File: config.mk
export PLATFORM = sky130hd
export DESIGN_NAME = fp16_arith_unit
export DESIGN_NICKNAME = d
export VERILOG_FILES = /design/src/rtl/fp16_arith_unit.sv
export SDC_FILE = /design/constraint.sdc
export NUM_CORES = 1
export LEC_CHECK = 0
export BUFFER_PORTS_ARGS = -buffer_cell sky130_fd_sc_hd__buf_2
export CORE_UTILIZATION = 50
export CTS_BUF_LIST = sky130_fd_sc_hd__clkbuf_2
export DETAILED_ROUTE_END_ITERATION = 8
export PLACE_DENSITY_LB_ADDON = 0.08
export SYNTH_ARGS = -nofsm -noshare
export SYNTH_HDL_FRONTEND = slang
export SYNTH_SLANG_ARGS = --single-unit
File: constraint.sdc
create_clock -name clk -period 39.4 [get_ports clk]
set_input_delay 7.88 -clock clk [delete_from_list [all_inputs] [get_ports clk]]
set_output_delay 7.88 -clock clk [all_outputs]
set_load 0.01 [all_outputs]
File: src/rtl/fp16_arith_unit.sv
// fp16_arith_unit: registered IEEE 754 binary16 multiply and add, computed in parallel.
// Both results are registered one cycle after an enabled operand sample.
// Subnormal operands flush to signed zero, and tiny results flush to signed zero.
// Any NaN operand produces the canonical quiet NaN 0x7E00.
// Build option: define FP16_RNE_EN to get round-to-nearest-even.
// Without it, discarded bits are truncated (round toward zero).
module fp16_arith_unit #(
  parameter int EXP_W = 5,
  parameter int MAN_W = 10,
  parameter int TAM   = 16
) (
  input  logic           clk,
  input  logic           reset,
  input  logic           en,
  input  logic [TAM-1:0] a,
  input  logic [TAM-1:0] b,
  output logic [TAM-1:0] mul_result,
  output logic [TAM-1:0] sum_result,
  output logic           out_valid,
  output logic [3:0]     flags
);

  localparam logic [TAM-1:0]   QNAN    = 16'h7E00;
  localparam logic [EXP_W-1:0] EXP_MAX = '1;
  localparam logic signed [7:0] BIAS   = 8'sd15;

  // Round a normalised significand, then pack it into a result word.
  // Returns {result, overflow, underflow, inexact}.
  function automatic logic [TAM+2:0] round_pack(
    input logic              sign,
    input logic signed [7:0] exp_in,
    input logic [MAN_W-1:0]  man,
    input logic              guard,
    input logic              sticky
  );
    logic                rnd_up;
    logic [MAN_W:0]      man_r;
    logic signed [7:0]   exp_r;
    logic [TAM-1:0]      res;
    logic                ovf;
    logic                unf;
    logic                inx;
    inx = guard | sticky;
    ovf = 1'b0;
    unf = 1'b0;
`ifdef FP16_RNE_EN
    rnd_up = guard & (sticky | man[0]);
`else
    rnd_up = 1'b0;
`endif
    man_r = {1'b0, man} + {{MAN_W{1'b0}}, rnd_up};
    exp_r = exp_in + $signed({7'd0, man_r[MAN_W]});
    if (exp_r >= 8'sd31) begin
      res = {sign, EXP_MAX, {MAN_W{1'b0}}};
      ovf = 1'b1;
      inx = 1'b1;
    end else if (exp_r < 8'sd1) begin
      res = {sign, {(TAM-1){1'b0}}};
      unf = 1'b1;
      inx = 1'b1;
    end else begin
      res = {sign, exp_r[EXP_W-1:0], man_r[MAN_W-1:0]};
    end
    return {res, ovf, unf, inx};
  endfunction

  // Operand field decode and special-value classification.
  logic             sa, sb;
  logic [EXP_W-1:0] ea, eb;
  logic [MAN_W-1:0] ma, mb;
  logic             a_zero, b_zero, a_inf, b_inf, a_nan, b_nan, a_snan, b_snan;

  assign {sa, ea, ma} = a;
  assign {sb, eb, mb} = b;
  assign a_zero = (ea == '0);
  assign b_zero = (eb == '0);
  assign a_inf  = (ea == EXP_MAX) && (ma == '0);
  assign b_inf  = (eb == EXP_MAX) && (mb == '0);
  assign a_nan  = (ea == EXP_MAX) && (ma != '0);
  assign b_nan  = (eb == EXP_MAX) && (mb != '0);
  assign a_snan = a_nan & ~ma[MAN_W-1];
  assign b_snan = b_nan & ~mb[MAN_W-1];

  // ---------------- Multiply path ----------------
  logic [21:0]        prod;
  logic signed [7:0]  mul_exp;
  logic [MAN_W-1:0]   mul_man;
  logic               mul_g, mul_st;
  logic [TAM+2:0]     mul_pack;
  logic [TAM-1:0]     mul_res;
  logic [3:0]         mul_flags;

  assign prod     = {11'd0, 1'b1, ma} * {11'd0, 1'b1, mb};
  assign mul_exp  = $signed({3'b000, ea}) + $signed({3'b000, eb}) - BIAS
                    + $signed({7'd0, prod[21]});
  assign mul_man  = prod[21] ? prod[20:11] : prod[19:10];
  assign mul_g    = prod[21] ? prod[10] : prod[9];
  assign mul_st   = prod[21] ? (|prod[9:0]) : (|prod[8:0]);
  assign mul_pack = round_pack(sa ^ sb, mul_exp, mul_man, mul_g, mul_st);

  // Choose between the rounded product and the special-case product.
  always_comb begin
    mul_res   = mul_pack[TAM+2:3];
    mul_flags = {1'b0, mul_pack[2:0]};
    if (a_nan || b_nan) begin
      mul_res   = QNAN;
      mul_flags = {a_snan | b_snan, 3'b000};
    end else if ((a_inf && b_zero) || (b_inf && a_zero)) begin
      mul_res   = QNAN;
      mul_flags = 4'b1000;
    end else if (a_inf || b_inf) begin
      mul_res   = {sa ^ sb, EXP_MAX, {MAN_W{1'b0}}};
      mul_flags = 4'b0000;
    end else if (a_zero || b_zero) begin
      mul_res   = {sa ^ sb, {(TAM-1){1'b0}}};
      mul_flags = 4'b0000;
    end
  end

  // ---------------- Add path ----------------
  logic               a_ge;
  logic               big_s;
  logic [EXP_W-1:0]   big_e, small_e, exp_diff;
  logic [MAN_W-1:0]   big_m, small_m;
  logic [13:0]        big_sig, small_sig, small_al;
  logic               align_st;
  logic               eff_sub;
  logic [14:0]        add_sum;
  logic [13:0]        add_diff;
  logic [3:0]         lzc;
  logic               lz_found;
  logic [12:0]        add_norm;
  logic signed [7:0]  add_exp;
  logic               add_cancel;
  logic [TAM+2:0]     add_pack;
  logic [TAM-1:0]     add_res;
  logic [3:0]         add_flags;

  assign a_ge      = {ea, ma} >= {eb, mb};
  assign big_s     = a_ge ? sa : sb;
  assign big_e     = a_ge ? ea : eb;
  assign big_m     = a_ge ? ma : mb;
  assign small_e   = a_ge ? eb : ea;
  assign small_m   = a_ge ? mb : ma;
  assign exp_diff  = big_e - small_e;
  assign big_sig   = {1'b1, big_m, 3'b000};
  assign small_sig = {1'b1, small_m, 3'b000};
  assign eff_sub   = sa ^ sb;

  // Right-shift the smaller operand, folding shifted-out bits into sticky.
  always_comb begin
    small_al = '0;
    align_st = 1'b0;
    if (exp_diff >= 5'd14) begin
      align_st = 1'b1;
    end else begin
      small_al = small_sig >> exp_diff;
      align_st = |(small_sig & ((14'd1 << exp_diff) - 14'd1));
    end
    small_al[0] = small_al[0] | align_st;
  end

  assign add_sum  = {1'b0, big_sig} + {1'b0, small_al};
  assign add_diff = big_sig - small_al;

  // Leading-zero count of the subtraction result.
  always_comb begin
    lzc      = 4'd0;
    lz_found = 1'b0;
    for (int i = 13; i >= 0; i--) begin
      if (!lz_found && add_diff[i]) begin
        lzc      = 4'(13 - i);
        lz_found = 1'b1;
      end
    end
  end

  // Normalise the sum or the difference into hidden-bit-aligned form.
  always_comb begin
    add_norm   = '0;
    add_exp    = $signed({3'b000, big_e});
    add_cancel = 1'b0;
    if (!eff_sub) begin
      if (add_sum[14]) begin
        add_norm = {add_sum[13:2], add_sum[1] | add_sum[0]};
        add_exp  = $signed({3'b000, big_e}) + 8'sd1;
      end else begin
        add_norm = add_sum[12:0];
      end
    end else begin
      if (add_diff == '0) begin
        add_cancel = 1'b1;
      end else begin
        add_norm = 13'(add_diff << lzc);
        add_exp  = $signed({3'b000, big_e}) - $signed({4'd0, lzc});
      end
    end
  end

  assign add_pack = round_pack(big_s, add_exp, add_norm[12:3], add_norm[2], |add_norm[1:0]);

  // Choose between the rounded sum and the special-case sum.
  always_comb begin
    add_res   = add_pack[TAM+2:3];
    add_flags = {1'b0, add_pack[2:0]};
    if (a_nan || b_nan) begin
      add_res   = QNAN;
      add_flags = {a_snan | b_snan, 3'b000};
    end else if (a_inf && b_inf && (sa != sb)) begin
      add_res   = QNAN;
      add_flags = 4'b1000;
    end else if (a_inf) begin
      add_res   = {sa, EXP_MAX, {MAN_W{1'b0}}};
      add_flags = 4'b0000;
    end else if (b_inf) begin
      add_res   = {sb, EXP_MAX, {MAN_W{1'b0}}};
      add_flags = 4'b0000;
    end else if (a_zero && b_zero) begin
      add_res   = {sa & sb, {(TAM-1){1'b0}}};
      add_flags = 4'b0000;
    end else if (a_zero) begin
      add_res   = b;
      add_flags = 4'b0000;
    end else if (b_zero) begin
      add_res   = a;
      add_flags = 4'b0000;
    end else if (add_cancel) begin
      add_res   = '0;
      add_flags = 4'b0000;
    end
  end

  // Output registers: capture on enable, hold otherwise, clear on reset.
  always_ff @(posedge clk) begin
    if (reset) begin
      mul_result <= '0;
      sum_result <= '0;
      out_valid  <= 1'b0;
      flags      <= 4'b0000;
    end else begin
      out_valid <= en;
      if (en) begin
        mul_result <= mul_res;
        sum_result <= add_res;
        flags      <= mul_flags | add_flags;
      end
    end
  end

endmodule

## Word-level counts from Yosys, hierarchy flattened

Cells that the tools add are included.

| word-level totals | value |
|---|---|
| output and inout port bits | 37 |
| bits in writable memories | 0 |
| logic and storage cells | 171 |
| bits in latches | 0 |
| memory bits (read-only) | 0 |
| register bits after elaboration | 37 |
| memories kept | 0 |
| bits of input ports | 35 |

| cells by class | value |
|---|---|
| add/subtract/negate cells | 9 |
| reductions and logical operators | 50 |
| mux-type cells | 82 |
| bitwise operators | 13 |
| shift-type cells | 3 |
| divide/modulo/power cells | 0 |
| $mul | 1 |
| order comparisons | 6 |
| eq/ne operators | 3 |

Operators with widths:

| kind | number |
|---|---|
| two-way mux 16 bit | 10 |
| two-way mux 15 bit | 6 |
| two-way mux 4 bit | 16 |
| two-way mux 13 bit | 3 |
| two-way mux 1 bit | 30 |
| two-way mux 10 bit | 3 |
| two-way mux 3 bit | 8 |
| logical AND 1 bit | 22 |
| multiplier 11 x 11 -> 22 bit | 1 |
| zero test 10 bit | 2 |
| nonzero test 10 bit | 2 |
| greater-or-equal comparator 8 x 6 -> 1 bit, second input constant | 2 |
| less-than comparator 8 x 2 -> 1 bit, second input constant | 2 |
| two-way mux 8 bit | 2 |
| adder 14 x 14 -> 15 bit | 1 |
| greater-or-equal comparator 15 bit | 1 |
| bitwise AND 14 bit | 1 |
| zero test 14 bit | 1 |
| two-way mux 14 bit | 1 |
| OR reduction 14 bit | 1 |
| left shift 1 x 5 -> 14 bit, first input constant | 1 |
| left shift 14 x 4 -> 13 bit | 1 |
| right shift 14 x 5 -> 14 bit | 1 |
| subtractor 14 x 1 -> 14 bit, second input constant | 1 |
| 23 further kinds | 48 |

## Logic depth before layout (Yosys ltp)

| depth | value |
|---|---|
| depth in word-level cells | 66 |
| mapped depth | 53 |
| mapped depth without buffers | 45 |

## Worst setup path before layout

Ideal clock, no wire load.

| path | value |
|---|---|
| kind | input-to-reg |
| start point | in b[8] |
| end point | reg sum_result[9] |
| path buffers | 9 |
| arrival | 18.619 ns |
| setup time | 0.070 ns |
| cell stages on the path | 50 |
| required time | 39.330 ns |
| slack | 20.711 ns |
| cells stage by stage | clkbuf_1 -> clkinv_1 -> ha_1 -> nand4b_1 -> nor4_2 -> a211oi_4 -> nand2_4 -> buf_1 -> clkbuf_1 -> clkbuf_1 -> clkbuf_1 -> a21oi_1 -> ha_1 -> inv_1 -> buf_1 -> nand2_1 -> nand2_1 -> or4_1 -> (+14 left out) -> nand4_4 -> or4_1 -> buf_2 -> a41oi_2 -> nand2_1 -> inv_2 -> ha_1 -> inv_1 -> fa_1 -> and2_1 -> or3_1 -> a41o_1 -> o221a_1 -> nor4bb_1 -> a21oi_1 -> nand3_2 -> or4_1 -> a21oi_1 |

| on the way | value |
|---|---|
| word-level cells in the longest chain between the ends | 64 |
| elaborated cells on any way between the ends | 100 |
| classes of those cells | add/sub: 6; order compare: 4; shift: 3; mux: 50; bitwise: 2; reduce/logical: 35 |

Ends and longest elaborated chain:

| element | line | RTL |
|---|---|---|
| from (decl) | 16 | `input logic [TAM-1:0] b,` |
| greater-or-equal comparator 15 bit | 139 | `assign a_ge = {ea, ma} >= {eb, mb};` |
| two-way mux 5 bit, on equally long branches | 141, 143 |  |
| subtractor 5 bit | 145 | `assign exp_diff = big_e - small_e;` |
| left shift 1 x 5 -> 14 bit | 158 | `align_st = \|(small_sig & ((14'd1 << exp_diff) - 14'd1));` |
| subtractor 14 x 1 -> 14 bit | 158 |  |
| bitwise AND 14 bit | 158 |  |
| OR reduction 14 bit | 158 |  |
| two-way mux 1 bit | 154 | `if (exp_diff >= 5'd14) begin` |
| (+48 left out) | n/a |  |
| two-way mux 16 bit | 227 | `end else if (add_cancel) begin` |
| two-way mux 16 bit | 224 | `end else if (b_zero) begin` |
| two-way mux 16 bit | 221 | `end else if (a_zero) begin` |
| two-way mux 16 bit | 218 | `end else if (a_zero && b_zero) begin` |
| two-way mux 16 bit | 215 | `end else if (b_inf) begin` |
| two-way mux 16 bit | 212 | `end else if (a_inf) begin` |
| two-way mux 16 bit | 209 | `end else if (a_inf && b_inf && (sa != sb)) begin` |
| two-way mux 16 bit (*) | 206 | `if (a_nan \|\| b_nan) begin` |
| to (signal assigned) | 244 | `sum_result <= add_res;` |
| to (decl) | 18 | `output logic [TAM-1:0] sum_result,` |

Every way passes the cells marked *; elsewhere a longest branch is shown, timed or not.
A chain may end at the register's enable or synchronous reset.

## Worst setup path after layout

| path | value |
|---|---|
| start point | in a[10] |
| end point | reg sum_result[9] |

| on the way | value |
|---|---|
| word-level cells in the longest chain between the ends | 64 |
| elaborated cells on any way between the ends | 101 |
| classes of those cells | add/sub: 6; order compare: 4; eq/ne: 1; shift: 3; mux: 50; bitwise: 2; reduce/logical: 35 |

Ends and longest elaborated chain:

| element | line | RTL |
|---|---|---|
| from (decl) | 15 | `input logic [TAM-1:0] a,` |
| greater-or-equal comparator 15 bit | 139 |  |
| two-way mux 5 bit, on equally long branches | 141, 143 |  |
| subtractor 5 bit | 145 |  |
| left shift 1 x 5 -> 14 bit | 158 |  |
| subtractor 14 x 1 -> 14 bit | 158 |  |
| bitwise AND 14 bit | 158 |  |
| OR reduction 14 bit | 158 |  |
| two-way mux 1 bit | 154 |  |
| (+48 left out) | n/a |  |
| two-way mux 16 bit | 227 |  |
| two-way mux 16 bit | 224 |  |
| two-way mux 16 bit | 221 |  |
| two-way mux 16 bit | 218 |  |
| two-way mux 16 bit | 215 |  |
| two-way mux 16 bit | 212 |  |
| two-way mux 16 bit | 209 |  |
| two-way mux 16 bit (*) | 206 |  |

Marked as above.

==> results.yml <==
status:
  status: "completed"
logic_synthesis:
  syn_avg_cell_area_um2: 7.55
  yosys_warnings: 0
  synth_ff_type: "dfxtp_1"
  synth_compound_area_share_pct: 24.1
  yosys-top-cells-area: "fa_1 15%, ha_1 15%, dfxtp_1 6.9%, nand2_1 5.3%, nor2_1 5.3%"
  synth_top_area_share_pct: 15.4
  yosys-top-cells-count: "152 x nand2_1, 152 x nor2_1, 141 x inv_1"
  async_flop_share_pct: 0
  synthMuxAreaShare_pct: 5.19
  synth_top_family_by_area: "adder cells"
  synth_cell_types: 97
  yosys.area_share.adder_pct: 30.2
  synthSimpleGateAreaFrac_pct: 22.5
  ys_seq_area_share_pct: 6.89
  synth.ff_latch_count: 37
  netlist_area_um2: 10800
  synth-xor-area-share_pct: 3.33
  synth_top_area_cell: "fa_1"
  synth_edf_count: 0
  netlist_instances: 1425
  syn-num-nets: 1670
power:
  power.share.switching_pct: 56.0
  p_leak_nw: 5.25
  power_frac_seq_pct: 8.1
  clkPwrFrac_pct: 4.7
  p_sw_w: 0.000348
  comb_power_share_pct: 87.2
  p_per_area_nw_per_um2: 54.9
  vdd_drop_max_mv: 0.0606
  p_int_w: 0.000273
  power_w: 0.000621
placed_design:
  pre_cts_ws_ns: 19.44
  gp_congestion: 0.951
  io_buffers: 71
  hpwl_mm: 27.7
setup_path:
  path_depth: 44
  r2r_slack_ns: 37.92
  crit_family: "simple AND/OR/NAND/NOR gates"
  cp.arrival_ns: 20.03
  cp_common_cell: "nand2_1"
  worstSetupPathType: "in2reg"
  cp_max_fo: 44
  rr_startpoint: "flags[0]"
  cp-end-kind: "register"
  worst-path-buf-inv: 7
  rr_worst_depth: 5
  timing.rr.end: "flags[0]"
  startpoint_type: "input port"
  crit_required_ns: 39.88
  slowest_stage: "ha_1"
  critPathCapture: "sum_result[9]"
  worstSetupStartpoint: "a[10]"
  slowest_delay_ns: 0.82
min_path:
  min_path_type: "reg2reg"
clock_tree:
  cts-root-buf: "clkbuf_2"
  cts_tree: "done"
  cts_max_path_buffers: 2
  cts_setup_buffers: 0
  h-tree-depth: 2
  cts_resized: 0
  numCtsBuffers: 5
  clk_pin_slew_ns: 0.26
  cts_hold_buf: 0
  insertion_delay_ns: 0.52
  clock_sinks: 37
timing:
  fmax_mhz: 51.2
  tns_ns: 0
  setup_viol_count_final: 0
  skew_ns: 0
  worstMarginPinSlew_ns: 0.923
  drv_slew: 0
  min_period_over_period_pct: 49.6
  fin_crit_ns: 19.55
  rsz0062_at_grt: "no"
  relSlewSlack_pct: 38.2
  hold_viol: 0
  holdWs_ns: 0.474
  fin_ws_ns: 19.85
layout:
  area_delta_synth_final_pct: 5.21
  drive_gt1_share_pct: 9.78
  layout.nets: 1686
floorplan:
  die-area_um2: 22100
  core_um2: 21100
  initial_core_util_pct: 51.0
  die_w_um: 149
  fp.dieH_um: 149
  rows: 53
  io_pins: 72
drt:
  drt_iter0_drc: 911
  finalWirelength_mm: 35.4
  drc: 0
  ant_nets: 0
  wl_per_cell_um: 20.6
  routed_via_density: 6.23
  dr.pass1.iters: 5
  vias: 10698
global_route:
  antenna_found_initial: 1
  grt_pass1_wl_mm: 56.0
  grt_overflow_total: 0
  grt_max_degree: 45
  grt_pass1_vias: 9932
  grt_usage_pct: 32.9
job:
  max_cap_violations: 0
==> registers in the layout (all words and copies together) (netlist names) <==
signal / cells
out_valid: 1
mul_result: 16
flags: 4
sum_result: 16
==> worst register-to-register path, delay by kind of cell, from the launching register on <==
| family | cells | cell delay [ns] |
|---|---|---|
| flip-flops | 1 | 0.38 |
| AND/OR/NAND/NOR | 3 | 0.58 |
| AO/OA/AOI/OAI | 2 | 0.43 |
==> worst min-delay path by stage <==
stage                              start              to  slack, ns  depth (start not counted)
after floorplan                 flags[2]        flags[2]       0.46                          2
after global placement     mul_result[2]   mul_result[2]       0.43                          2
after detailed placement  sum_result[15]  sum_result[15]       0.44                          1
after CTS                  mul_result[4]   mul_result[4]       0.48                          2
after global routing            flags[2]        flags[2]       0.50                          2
final                      mul_result[4]   mul_result[4]       0.47                          2
==> cells in the final DEF, fill, tap and decap left out, drive strengths merged, types with 23 or more instances in the layout <==
cell and count:
nand2 153, nor3 33, nor2 152, and2 41, dfxtp 37, fa 83
ha 127, inv 142, a211oi 23, mux2i 25, a21oi 89, o21ai 91
buf 80
==> logic make-up (layout without fill, tap and decap cells) <==
family,Yosys count,in the layout
AO/OA/AOI/OAI,381,381
multiplexers,42,42
XOR/XNOR,40,40
adder cells (fa/ha/maj),210,210
flip-flops,37,37
buffers and inverters,219,236
AND/OR/NAND/NOR,496,496
other,0,1
==> per-stage QoR <==
step                instance area, um^2  cells  utilization, %
floorplan                         10800   1425               -
global placement                  11200   1709            53.3
detailed placement                11200   1709            53.3
CTS                               11300   1717            53.7
global route                      11300   1718            53.7
finish                            11300   1718            53.7
==> final cells by class <==
type,instances,area [um^2]
tap,275,344
fill,2113,9770
antenna,1,2.50
clock inverter,3,46.3
sequential,37,741
timing repair buffer,80,423
multi-input combinational,1169,9180
inverter,148,556
clock buffer,5,25.0
==> power by group through the flow <==
stage | combinational (W) | sequential (W) | clock, W
2_1_floorplan | 0.000400 | 0.0000539 | 0
3_3_place_gp | 0.000531 | 0.0000509 | 0
3_5_place_dp | 0.000531 | 0.0000512 | 0
4_1_cts | 0.000537 | 0.0000503 | 0.0000300
5_1_grt | 0.000607 | 0.0000513 | 0.0000314
6_report | 0.000541 | 0.0000503 | 0.0000293
==> layer usage <==
| layer | up-vias | track usage, % | share of wire [%] |
|---|---|---|---|
| met5 | - | 0 | 0 |
| met4 | 0 | 8.56 | 2.1 |
| met3 | 41 | 2.85 | 6.7 |
| met2 | 426 | 52.5 | 45 |
| met1 | 5178 | 47.4 | 46 |
| li1 | 5053 | - | - |
Power figures use the tool's default switching activity.
